**src/rtl/sensor_inject_pkg.sv**
```systemverilog
// Shared definitions for the sensor frame packer: FSM states, header layout
// and the default header magic.
package sensor_inject_pkg;

    typedef enum logic [1:0] {
        ST_IDLE   = 2'd0,
        ST_HEADER = 2'd1,
        ST_DATA   = 2'd2
    } state_e;

    localparam logic [15:0] MAGIC_DEFAULT = 16'hF5A5;

    // Header word layout: frame number on top, magic, then cells per frame.
    localparam int HDR_FRAME_LSB = 32;
    localparam int HDR_MAGIC_LSB = 16;
    localparam int HDR_CELLS_LSB = 0;

    function automatic logic [63:0] make_header(input logic [31:0] frame_num,
                                                 input logic [15:0] magic,
                                                 input logic [15:0] cells);
        logic [63:0] hdr;
        hdr = '0;
        hdr[HDR_FRAME_LSB +: 32] = frame_num;
        hdr[HDR_MAGIC_LSB +: 16] = magic;
        hdr[HDR_CELLS_LSB +: 16] = cells;
        return hdr;
    endfunction

endpackage

```
**src/rtl/axis_out_reg.sv**
```systemverilog
// Single-entry AXI-Stream output holding register (64-bit data plus tlast).
// Accepts a new word whenever it is empty or its current word drains in the
// same cycle, so back-to-back loads run at full throughput.
module axis_out_reg (
    input  logic        clk,
    input  logic        reset,
    input  logic        load_i,
    input  logic [63:0] data_i,
    input  logic        last_i,
    output logic        ready_o,
    output logic [63:0] tdata_o,
    output logic        tvalid_o,
    output logic        tlast_o,
    input  logic        tready_i
);

    logic [63:0] data_q;
    logic        valid_q;
    logic        last_q;

    // Room for a new word: empty, or the held word leaves this cycle.
    assign ready_o = !valid_q || tready_i;

    // Hold the beat until the consumer takes it; reload in the draining cycle.
    always_ff @(posedge clk or posedge reset) begin
        if (reset) begin
            data_q  <= '0;
            valid_q <= 1'b0;
            last_q  <= 1'b0;
        end else if (load_i && ready_o) begin
            // NOTE: non-blocking assignments here so every register samples the pre-edge values of its neighbours.
            data_q  <= data_i;
            valid_q <= 1'b1;
            last_q  <= last_i;
        end else if (tready_i) begin
            valid_q <= 1'b0;
        end
    end

    assign tdata_o  = data_q;
    assign tvalid_o = valid_q;
    assign tlast_o  = last_q;

endmodule

```
**src/rtl/sensor_frame_packer.sv**
```systemverilog
// Packs a byte stream of sensor cells into 64-bit little-endian words,
// prefixing each frame with a header word carrying the frame number, the
// magic constant and the frame length in cells.
module sensor_frame_packer
    import sensor_inject_pkg::*;
#(
    parameter int unsigned CELLS_PER_FRAME = 2048,
    parameter logic [15:0] MAGIC           = MAGIC_DEFAULT
) (
    input  logic        clk,
    input  logic        reset,
    input  logic        i_ENABLE,
    output logic        o_BUSY,
    output logic [31:0] o_FRAME_COUNT,
    input  logic [7:0]  axis_vector_tdata,
    input  logic        axis_vector_tvalid,
    output logic        axis_vector_tready,
    output logic [63:0] axis_frame_tdata,
    output logic        axis_frame_tvalid,
    output logic        axis_frame_tlast,
    input  logic        axis_frame_tready
);

    localparam logic [15:0] CELLS_FIELD = 16'(CELLS_PER_FRAME);
    localparam logic [15:0] LAST_CELL   = 16'(CELLS_PER_FRAME - 1);

    state_e      state_q, state_d;
    logic [2:0]  lane_q, lane_d;
    logic [15:0] cell_q, cell_d;
    logic [55:0] buf_q, buf_d;
    logic [31:0] frame_count_q, frame_count_d;

    logic        out_ready;
    logic        out_load;
    logic [63:0] out_data;
    logic        out_last;
    logic        vec_ready;
    logic        beat_last;

    // A frame is counted when its tlast beat actually transfers downstream.
    assign beat_last     = axis_frame_tvalid && axis_frame_tready && axis_frame_tlast;
    assign frame_count_d = frame_count_q + 32'(beat_last);

    // Next-state and datapath decode for IDLE -> HEADER -> DATA -> IDLE.
    always_comb begin
        // NOTE: every output of this block gets a default first so no path leaves one unassigned and infers a latch.
        state_d   = state_q;
        lane_d    = lane_q;
        cell_d    = cell_q;
        buf_d     = buf_q;
        out_load  = 1'b0;
        out_data  = '0;
        out_last  = 1'b0;
        vec_ready = 1'b0;

        case (state_q)
            ST_IDLE: begin
                if (i_ENABLE && out_ready) begin
                    state_d = ST_HEADER;
                end
            end
            ST_HEADER: begin
                // Sample the count including a tlast draining this same cycle.
                if (out_ready) begin
                    out_load = 1'b1;
                    out_data = make_header(frame_count_d, MAGIC, CELLS_FIELD);
                    state_d  = ST_DATA;
                end
            end
            ST_DATA: begin
                // The 8th byte completes a word and needs room in the output register.
                vec_ready = !((lane_q == 3'd7) && !out_ready);
                if (axis_vector_tvalid && vec_ready) begin
                    cell_d = cell_q + 16'd1;
                    if (lane_q == 3'd7) begin
                        out_load = 1'b1;
                        out_data = {axis_vector_tdata, buf_q};
                        out_last = (cell_q == LAST_CELL);
                        lane_d   = 3'd0;
                        if (cell_q == LAST_CELL) begin
                            cell_d  = 16'd0;
                            state_d = ST_IDLE;
                        end
                    end else begin
                        buf_d[{lane_q, 3'b000} +: 8] = axis_vector_tdata;
                        lane_d = lane_q + 3'd1;
                    end
                end
            end
            default: begin
                state_d = ST_IDLE;
            end
        endcase
    end

    // State, counters and the partial-word buffer.
    always_ff @(posedge clk or posedge reset) begin
        if (reset) begin
            // NOTE: the byte buffer is plain flops, so it is cleared with the rest; a reset also discards any partial word.
            state_q       <= ST_IDLE;
            lane_q        <= 3'd0;
            cell_q        <= 16'd0;
            buf_q         <= '0;
            frame_count_q <= 32'd0;
        end else begin
            state_q       <= state_d;
            lane_q        <= lane_d;
            cell_q        <= cell_d;
            buf_q         <= buf_d;
            frame_count_q <= frame_count_d;
        end
    end

    axis_out_reg u_out_reg (
        .clk      (clk),
        .reset    (reset),
        .load_i   (out_load),
        .data_i   (out_data),
        .last_i   (out_last),
        .ready_o  (out_ready),
        .tdata_o  (axis_frame_tdata),
        .tvalid_o (axis_frame_tvalid),
        .tlast_o  (axis_frame_tlast),
        .tready_i (axis_frame_tready)
    );

    assign axis_vector_tready = vec_ready;
    assign o_BUSY             = (state_q != ST_IDLE);
    assign o_FRAME_COUNT      = frame_count_q;

endmodule
```
**config.mk**
```make
export PLATFORM = sky130hd
export DESIGN_NAME = sensor_frame_packer
export DESIGN_NICKNAME = d
export VERILOG_FILES = /design/src/rtl/sensor_inject_pkg.sv /design/src/rtl/axis_out_reg.sv /design/src/rtl/sensor_frame_packer.sv
export SDC_FILE = /design/constraint.sdc
export NUM_CORES = 1
export LEC_CHECK = 0
export ABC_AREA = 1
export CAP_MARGIN = 5
export CORE_UTILIZATION = 50
export DETAILED_ROUTE_END_ITERATION = 10
export PLACE_DENSITY = 0.86
export SETUP_SLACK_MARGIN = 0.2
export SLEW_MARGIN = 20
export SYNTH_ARGS = -nofsm -noshare
export SYNTH_HDL_FRONTEND = slang
export SYNTH_SLANG_ARGS = --single-unit
```
**constraint.sdc**
```tcl
create_clock -name clk -period 16.1 [get_ports clk]
set_clock_uncertainty 0.1 [all_clocks]
set_input_delay 1.61 -clock clk [delete_from_list [all_inputs] [get_ports clk]]
set_output_delay 1.61 -clock clk [all_outputs]
set_load 0.02 [all_outputs]
```
==> results of run 1 <==
-- state kept, by name (all words and copies together) (netlist names) --
register and flops:
lane_q 3, o_FRAME_COUNT 32, cell_q 16, u_out_reg.tvalid_o 1, u_out_reg.tdata_o 64, buf_q 56
state_q 2, u_out_reg.tlast_o 1
-- logic make-up after synthesis --
| logic type | after synthesis | synth area share [%] |
|---|---|---|
| AO/OA/AOI/OAI | 130 | 8.06 |
| XOR/XNOR | 16 | 1.96 |
| adder cells (fa/ha/maj) | 12 | 1.81 |
| flip-flops | 175 | 52.7 |
| AND/OR/NAND/NOR | 552 | 28.4 |
| buffers and inverters | 141 | 7.07 |
-- worst max-delay path: cells and delay by family --
kind	cells	cell delay, ns
AND/OR/NAND/NOR	3	0.34
buffers and inverters	3	0.97
-- power by group --
group | switching (mW) | internal [mW] | leakage [nW]
clock | 0.175 | 0.271 | 0.299
combinational | 0.354 | 0.188 | 2.42
sequential | 0.0724 | 0.541 | 2.23
total | 0.601 | 1.00 | 4.94
-- area by class of cell --
| cell class | count | area (um2) |
|---|---|---|
| fill | 1273 | 5870 |
| sequential | 175 | 4380 |
| multi-input combinational | 710 | 3340 |
| timing repair buffer | 115 | 1140 |
| clock buffer | 22 | 474 |
| inverter | 111 | 422 |
| tap | 216 | 270 |
| clock inverter | 9 | 156 |
-- final timing paths --
check,cells past startpoint,to
min reg2reg,2,u_out_reg.tdata_o[4]
max reg2reg,11,u_out_reg.tdata_o[41]
max,6,axis_vector_tready
min in group asynchronous,2,o_FRAME_COUNT[0]
min,2,u_out_reg.tdata_o[4]
max in group asynchronous,4,buf_q[0]
-- per-layer routing --
metal / global-route usage, % / up-vias
met1: 36.0 / 3445
met3: 4.64 / 55
li1: - / 3439
met2: 42.6 / 289
met5: 0 / -
met4: 11.2 / 0
-- cell usage in the layout, fill, tap and decap left out, types with 4 or more instances in the layout --
cell type,synthesis,layout
inv_2,5,5
a21oi_1,37,37
xnor2_1,4,4
inv_1,104,103
nand2_2,17,17
xor2_1,9,9
nand3_1,73,73
dfrtp_1,175,175
nand4_1,7,7
and2_1,14,14
nand2_1,282,282
bufinv_16,0,4
nor2_1,132,132
clkdlybuf4s50_1,0,112
nor3_1,11,11
ha_1,12,12
nor2_2,5,5
clkbuf_16,0,17
o21ai_0,78,78
o21ai_1,7,7
-- per-stage QoR --
stage          hold WS, ns  setup WS, ns  util, %  area [um2]
2_1_floorplan        0.348          9.64        -        8300
3_3_place_gp         0.360         11.48     59.5        9550
3_5_place_dp         0.358         11.46     59.5        9550
4_1_cts              0.383         11.46     63.4       10200
5_1_grt              0.402         11.37     63.4       10200
6_report             0.376         11.46     63.4       10200
==> out/qor.csv, run 1 <==
metric,value,unit
min_period_over_period,28.8,%
grt_max_degree,74,
hold_class,flop to flop,
ir_drop,0.101,mV
initial_core_util,51.7,%
fin_tns_setup,0,ns
num_rows,46,
synth_area_leader_cell,dfrtp_1,
gp_congestion,0.936,
grt_remaining_overflow,0,
tightestPinTransition,1.07,ns
slowest_stage,clkdlybuf4s50_1,
num_io_pins,113,
path_cells,clkdlybuf4s50_1 > nor2_1 > nand2_2 > nand2_1 > inv_1 > clkdlybuf4s50_1,
nets,1155,
crit_path_end_kind,primary output,
final_max_slew_viol_count,0,
path_class,input port to primary output,
synth_edf_count,0,
max-cap-violations,0,
syn_inst,1026,
drc,0,
synth_fp_nets,1051,
synth_flop_cell,dfrtp_1,
hold_viol_final,0,
grt_pass1_wl,34400,um
final_layout_size_suffix_gt1_share,6.30,%
r2r_start,lane_q[0],
die_h,131,um
ys_warn_count,0,
critPathRequiredTime,14.39,ns
slowest_delay,0.52,ns
dr_wl_met2,9980,um
final_cells,1358,
rrSetupSlack,12.91,ns
min_from,u_out_reg.tdata_o[4],
initialDrtViolationCount,686,
routed_wl,21300,um
cp_common_cell,clkdlybuf4s50_1,
clock_latency,0.44,ns
ctsResizeCount,0,
cts_root_buf,clkbuf_16,
ant_nets,0,
post_drt_wl_per_cell,15.7,um
first_pass_iters,7,
vias,7228,
yosys.cell_types.count,35,
syn2layout_area_growth,22.6,%
ys_ff_latch,175,
synth_most_common_cell,nand2_1,
clkSinkCount,175,
cts-buffers-inserted,17,
dpl.hpwl,14700,um
async_reset_ff_share,100,%
max_clock_freq,216,MHz
die_w,131,um
routed.top_layer,met4,
netlist.area_leader.share,52.7,%
first_global_vias,6916,
die-area,17100,um2
cts.clk_slew.worst_paths,0.06,ns
cp.arrival,2.93,ns
antennaDiodeCount,0,
portBuffers,112,
core,16100,um2
min_period,4.64,ns
wl_met1,9300,um
clock_path_buffers,2,
dp.cells,1327,
crit_fanout,3,
syn-mean-instance-area,8.09,um2
power.total,1.60,mW
antenna_found_initial,0,
max_slew_margin,28.5,%
synth-seq-area-share,52.7,%
viasPerCell,5.32,
grt_setup_unrepaired,no,
h-tree-depth,4,
critical_path.startpoint,axis_frame_tready,
synth_area_leaders,"dfrtp_1 53%, nand2_1 13%, nor2_1 6.0%",
post-cts-setup-buffers,0,
postCtsHoldBufs,0,
netlist_top_cells_count,"282 x nand2_1, 175 x dfrtp_1, 132 x nor2_1",
start_kind,input port,
syn-cell-area,8300,um2
met3_length,1390,um
status,completed,
power_density,157,nW/um2
setup_violations,0,
grt_usage,26.6,%
power.leakage,4.94,nW
cts_tree,yes,
(Power assumes the default switching activity.)
==> run 2: changes to the inputs <==
==> constraint.sdc (replaced) <==
create_clock -name clk -period 4.3 [get_ports clk]
set_clock_uncertainty 0.1 [all_clocks]
set_input_delay 0.43 -clock clk [delete_from_list [all_inputs] [get_ports clk]]
set_output_delay 0.43 -clock clk [all_outputs]
set_load 0.02 [all_outputs]
==> out/qor.csv, run 2 (synthesis gave the netlist of run 1 again) <==
metric,value,unit
syn2layout_area_growth,22.3,%
drc,0,
rrSetupSlack,1.43,ns
final_cell_mix,"282 x nand2_1, 175 x dfrtp_1, 132 x nor2_1",
r2r_start,lane_q[0],
hold_viol_final,0,
cts-buffers-inserted,17,
first_pass_iters,6,
first_global_vias,6644,
max_clock_freq,348,MHz
portBuffers,112,
post-cts-setup-buffers,0,
dpl.hpwl,14500,um
p_seq_share,39.3,%
min_from,u_out_reg.tdata_o[2],
h-tree-depth,4,
nets,1156,
initial_core_util,51.7,%
crit_fanout,41,
cts_root_buf,clkbuf_16,
die_h,131,um
max-cap-violations,0,
num_rows,46,
min_period_over_period,66.8,%
clock_latency,0.43,ns
power_frac_comb,34.5,%
initialDrtViolationCount,786,
final_max_slew_viol_count,0,
final_core_util,63.2,%
p_sw,2.22,mW
num_io_pins,113,
antennaDiodeCount,0,
cts_tree,yes,
dp.cells,1328,
path_class,flop to flop,
clockPowerShare,26.2,%
viasPerCell,5.29,
clock_path_buffers,2,
reg2reg_depth,11,
ant_nets,0,
layout_commonest_cell,nand2_1,
power.total,5.82,mW
tightestPinTransition,0.975,ns
max_slew_margin,35.0,%
core,16100,um2
largest_register_ffs,64,
cts.clk_slew.worst_paths,0.07,ns
hold_class,flop to flop,
grt_remaining_overflow,0,
min_period,2.87,ns
vias,7197,
grt_pass1_wl,33400,um
fin_tns_setup,0,ns
hold_ws,0.382,ns
critPathRequiredTime,4.56,ns
gp_congestion,0.940,
die-area,17100,um2
die_w,131,um
post_drt_wl_per_cell,15.2,um
p_sw_share,38.1,%
grt_setup_unrepaired,no,
antenna_found_initial,0,
crit_path_end_kind,flop,
grt_max_degree,176,
postCtsHoldBufs,0,
setup_violations,0,
hold_depth,2,
clkSinkCount,175,
whs_endpoint,u_out_reg.tdata_o[2],
power_density,574,nW/um2
power.leakage,4.92,nW
routed_wl,20700,um
start_kind,flop,
final_layout_size_suffix_gt1_share,6.56,%
grt_usage,25.9,%
ctsResizeCount,0,
reg2reg_to,u_out_reg.tdata_o[59],
status,completed,
cp.arrival,3.13,ns
final_cells,1360,
internal-power,3.61,mW
ir_drop,0.365,mV
[run 2: how the worst max path moves through the flow]
stage | start | endpoint | slack [ns] | cells after the start
detailed placement | axis_frame_tready | u_out_reg.tdata_o[28] | 1.45 | 11
CTS | lane_q[0] | u_out_reg.tdata_o[28] | 1.45 | 11
floorplan | reset | buf_q[0] | 1.53 | 1
finish | lane_q[0] | u_out_reg.tdata_o[59] | 1.43 | 11
global route | lane_q[0] | u_out_reg.tdata_o[25] | 1.18 | 11
global placement | axis_frame_tready | u_out_reg.tlast_o | 1.53 | 10
[run 2: area by class of cell]
cell class,instances,area (um2)
flip-flops and latches,175,4380
clock buffers,19,443
inverters,111,420
well taps,216,270
clock inverters,13,139
fillers,1288,5900
multi-input cells,710,3340
repair buffers,116,1160
[run 2: metal layers]
layer  vias to the layer above  global-route usage [%]  routed length, um
li1                       3445                       -                  -
met1                      3381                    35.5               9030
met2                       317                    40.4               9580
met3                        54                    4.44               1490
met4                         0                    11.6                619
met5                         -                       0                  0
[run 2: power by group through the flow]
stage,logic [mW],clock network [mW],registers [mW]
after floorplan,1.14,0,2.44
after global placement,1.93,0,2.30
after detailed placement,1.99,0,2.31
after CTS,2.01,1.54,2.28
after global routing,2.24,1.60,2.33
final,2.01,1.53,2.29
[run 2: metrics by stage]
| stage | area [um2] | setup WS, ns |
|---|---|---|
| after floorplan | 8310 | 1.53 |
| after global placement | 9570 | 1.53 |
| after detailed placement | 9570 | 1.45 |
| after CTS | 10200 | 1.45 |
| after global routing | 10200 | 1.18 |
| final | 10200 | 1.43 |
[run 2: worst max-delay path, stage by stage, from the launching register on]
cell and delay (ns):
dfrtp_1 0.46, ha_1 0.25, ha_1 0.28, nand2_2 0.13, nand2_2 0.08, inv_2 0.21
nand2_4 0.22, nand2_2 0.14, nand2_4 0.28, inv_2 0.40, nor2_1 0.09, a21oi_1 0.13
==> run 3: changes to the inputs <==
==> constraint.sdc (replaced) <==
create_clock -name clk -period 2.8 [get_ports clk]
set_clock_uncertainty 0.1 [all_clocks]
set_input_delay 0.28 -clock clk [delete_from_list [all_inputs] [get_ports clk]]
set_output_delay 0.28 -clock clk [all_outputs]
set_load 0.02 [all_outputs]
==> out/qor.csv, run 3 (synthesis gave the netlist of run 1 again) <==
metric,value,unit
ctsResizeCount,1,
antenna_found_initial,0,
clock_latency,0.44,ns
cts-buffers-inserted,17,
power.total,9.27,mW
cp_common_cell,nand2_1,
final_cells,1368,
crit_path_end_kind,flop,
cts_tree,yes,
first_global_vias,6883,
setup_violations,0,
cp.arrival,2.69,ns
hold_class,input port to async pin,
clockPowerShare,28.0,%
die_w,131,um
p_sw,3.47,mW
drc,0,
grt_setup_unrepaired,no,
viasPerCell,5.29,
initial_core_util,51.7,%
start_kind,flop,
min_period_over_period,86.4,%
multi_input_area,3350,um2
cts_root_buf,clkbuf_16,
syn2layout_area_growth,24.0,%
post_drt_wl_per_cell,15.6,um
power.leakage,4.99,nW
h-tree-depth,4,
nets,1164,
dpl.hpwl,15000,um
max_clock_freq,414,MHz
largest_register_ffs,64,
power_frac_comb,34.1,%
vias,7241,
critPathRequiredTime,3.07,ns
routed_wl,21400,um
p_seq_share,37.9,%
hold_ws,0.232,ns
slowest_stage,dfrtp_1,
path_class,flop to flop,
final_layout_size_suffix_gt1_share,7.29,%
hold_viol_final,0,
core,16100,um2
tightestPinTransition,0.580,ns
postCtsHoldBufs,0,
p_sw_share,37.4,%
grt_pass1_wl,34200,um
initialDrtViolationCount,699,
num_rows,46,
grt_usage,26.6,%
clkSinkCount,175,
seqCellArea,4380,um2
die-area,17100,um2
antennaDiodeCount,0,
die_h,131,um
fill_cells,1274,
first_pass_iters,5,
internal-power,5.80,mW
ir_drop,0.581,mV
min_period,2.42,ns
ant_nets,0,
final_cell_mix,"282 x nand2_1, 175 x dfrtp_1, 132 x nor2_1",
post-cts-setup-buffers,0,
max-cap-violations,0,
slowest_delay,0.46,ns
crit_fanout,35,
status,completed,
num_io_pins,113,
layout_commonest_cell,nand2_1,
gp_congestion,0.956,
grt_max_degree,91,
max_slew_margin,61.2,%
final_max_slew_viol_count,0,
clock_path_buffers,2,
portBuffers,112,
grt_remaining_overflow,0,
path_cells,ha_1 > ha_1 > nand2_2 > nand2_2 > inv_2 > nand2_4 > inv_2 > nand2_1 > o21ai_0 > nand2_1 > nand2_1,
power_density,900,nW/um2
fin_tns_setup,0,ns
dp.cells,1336,
cts.clk_slew.worst_paths,0.07,ns
==> run 3: final timing paths <==
check	start	end	slack, ns	cells past startpoint
worst max-delay path	lane_q[0]	u_out_reg.tdata_o[42]	0.38	11
worst min-delay path	reset	cell_q[12]	0.23	3
worst max register to register	lane_q[0]	u_out_reg.tdata_o[42]	0.38	11
worst min register to register	u_out_reg.tdata_o[4]	u_out_reg.tdata_o[4]	0.37	2
max in group asynchronous	reset	buf_q[4]	1.92	3
min in group clk	u_out_reg.tdata_o[4]	u_out_reg.tdata_o[4]	0.37	2
==> run 3: power by group through the flow <==
stage                     combinational, mW  clock (mW)  sequential [mW]
after CTS                              3.13        2.61             3.50
after floorplan                        1.75           0             3.75
after global routing                   3.47        2.72             3.57
after detailed placement               3.11           0             3.53
final                                  3.16        2.60             3.51
after global placement                 3.02           0             3.53
==> run 3: metal layers <==
| layer | track usage, % | wire length [um] | vias up |
|---|---|---|---|
| li1 | - | - | 3457 |
| met1 | 36.5 | 9690 | 3444 |
| met2 | 40.9 | 9770 | 288 |
| met3 | 4.76 | 1250 | 52 |
| met4 | 13.5 | 688 | 0 |
| met5 | 0 | 0 | - |
==> run 3: critical path, delay by kind of cell, from the launching register on <==
kind | cells | cell delay [ns]
simple gates | 6 | 0.60
compound gates | 1 | 0.14
buf+inv | 2 | 0.53
fa+ha+maj | 2 | 0.52
flops | 1 | 0.46
==> run 3: cell type report <==
type / count / area share, %
Tap cell: 216 / 2.62
Inverter: 111 / 4.08
Sequential cell: 175 / 42.5
Timing Repair Buffer: 124 / 12.0
Clock inverter: 12 / 1.76
Clock buffer: 20 / 4.53
Multi-Input combinational cell: 710 / 32.5
==> run 3: stage by stage <==
| step | worst slack, ns | utilization [%] | instance area (um2) |
|---|---|---|---|
| after global routing | 0.223 | 64.1 | 10300 |
| after CTS | 0.313 | 64.1 | 10300 |
| after floorplan | 0.181 | - | 8310 |
| after global placement | 0.319 | 60.1 | 9640 |
| after detailed placement | 0.191 | 60.1 | 9640 |
| final | 0.382 | 64.1 | 10300 |
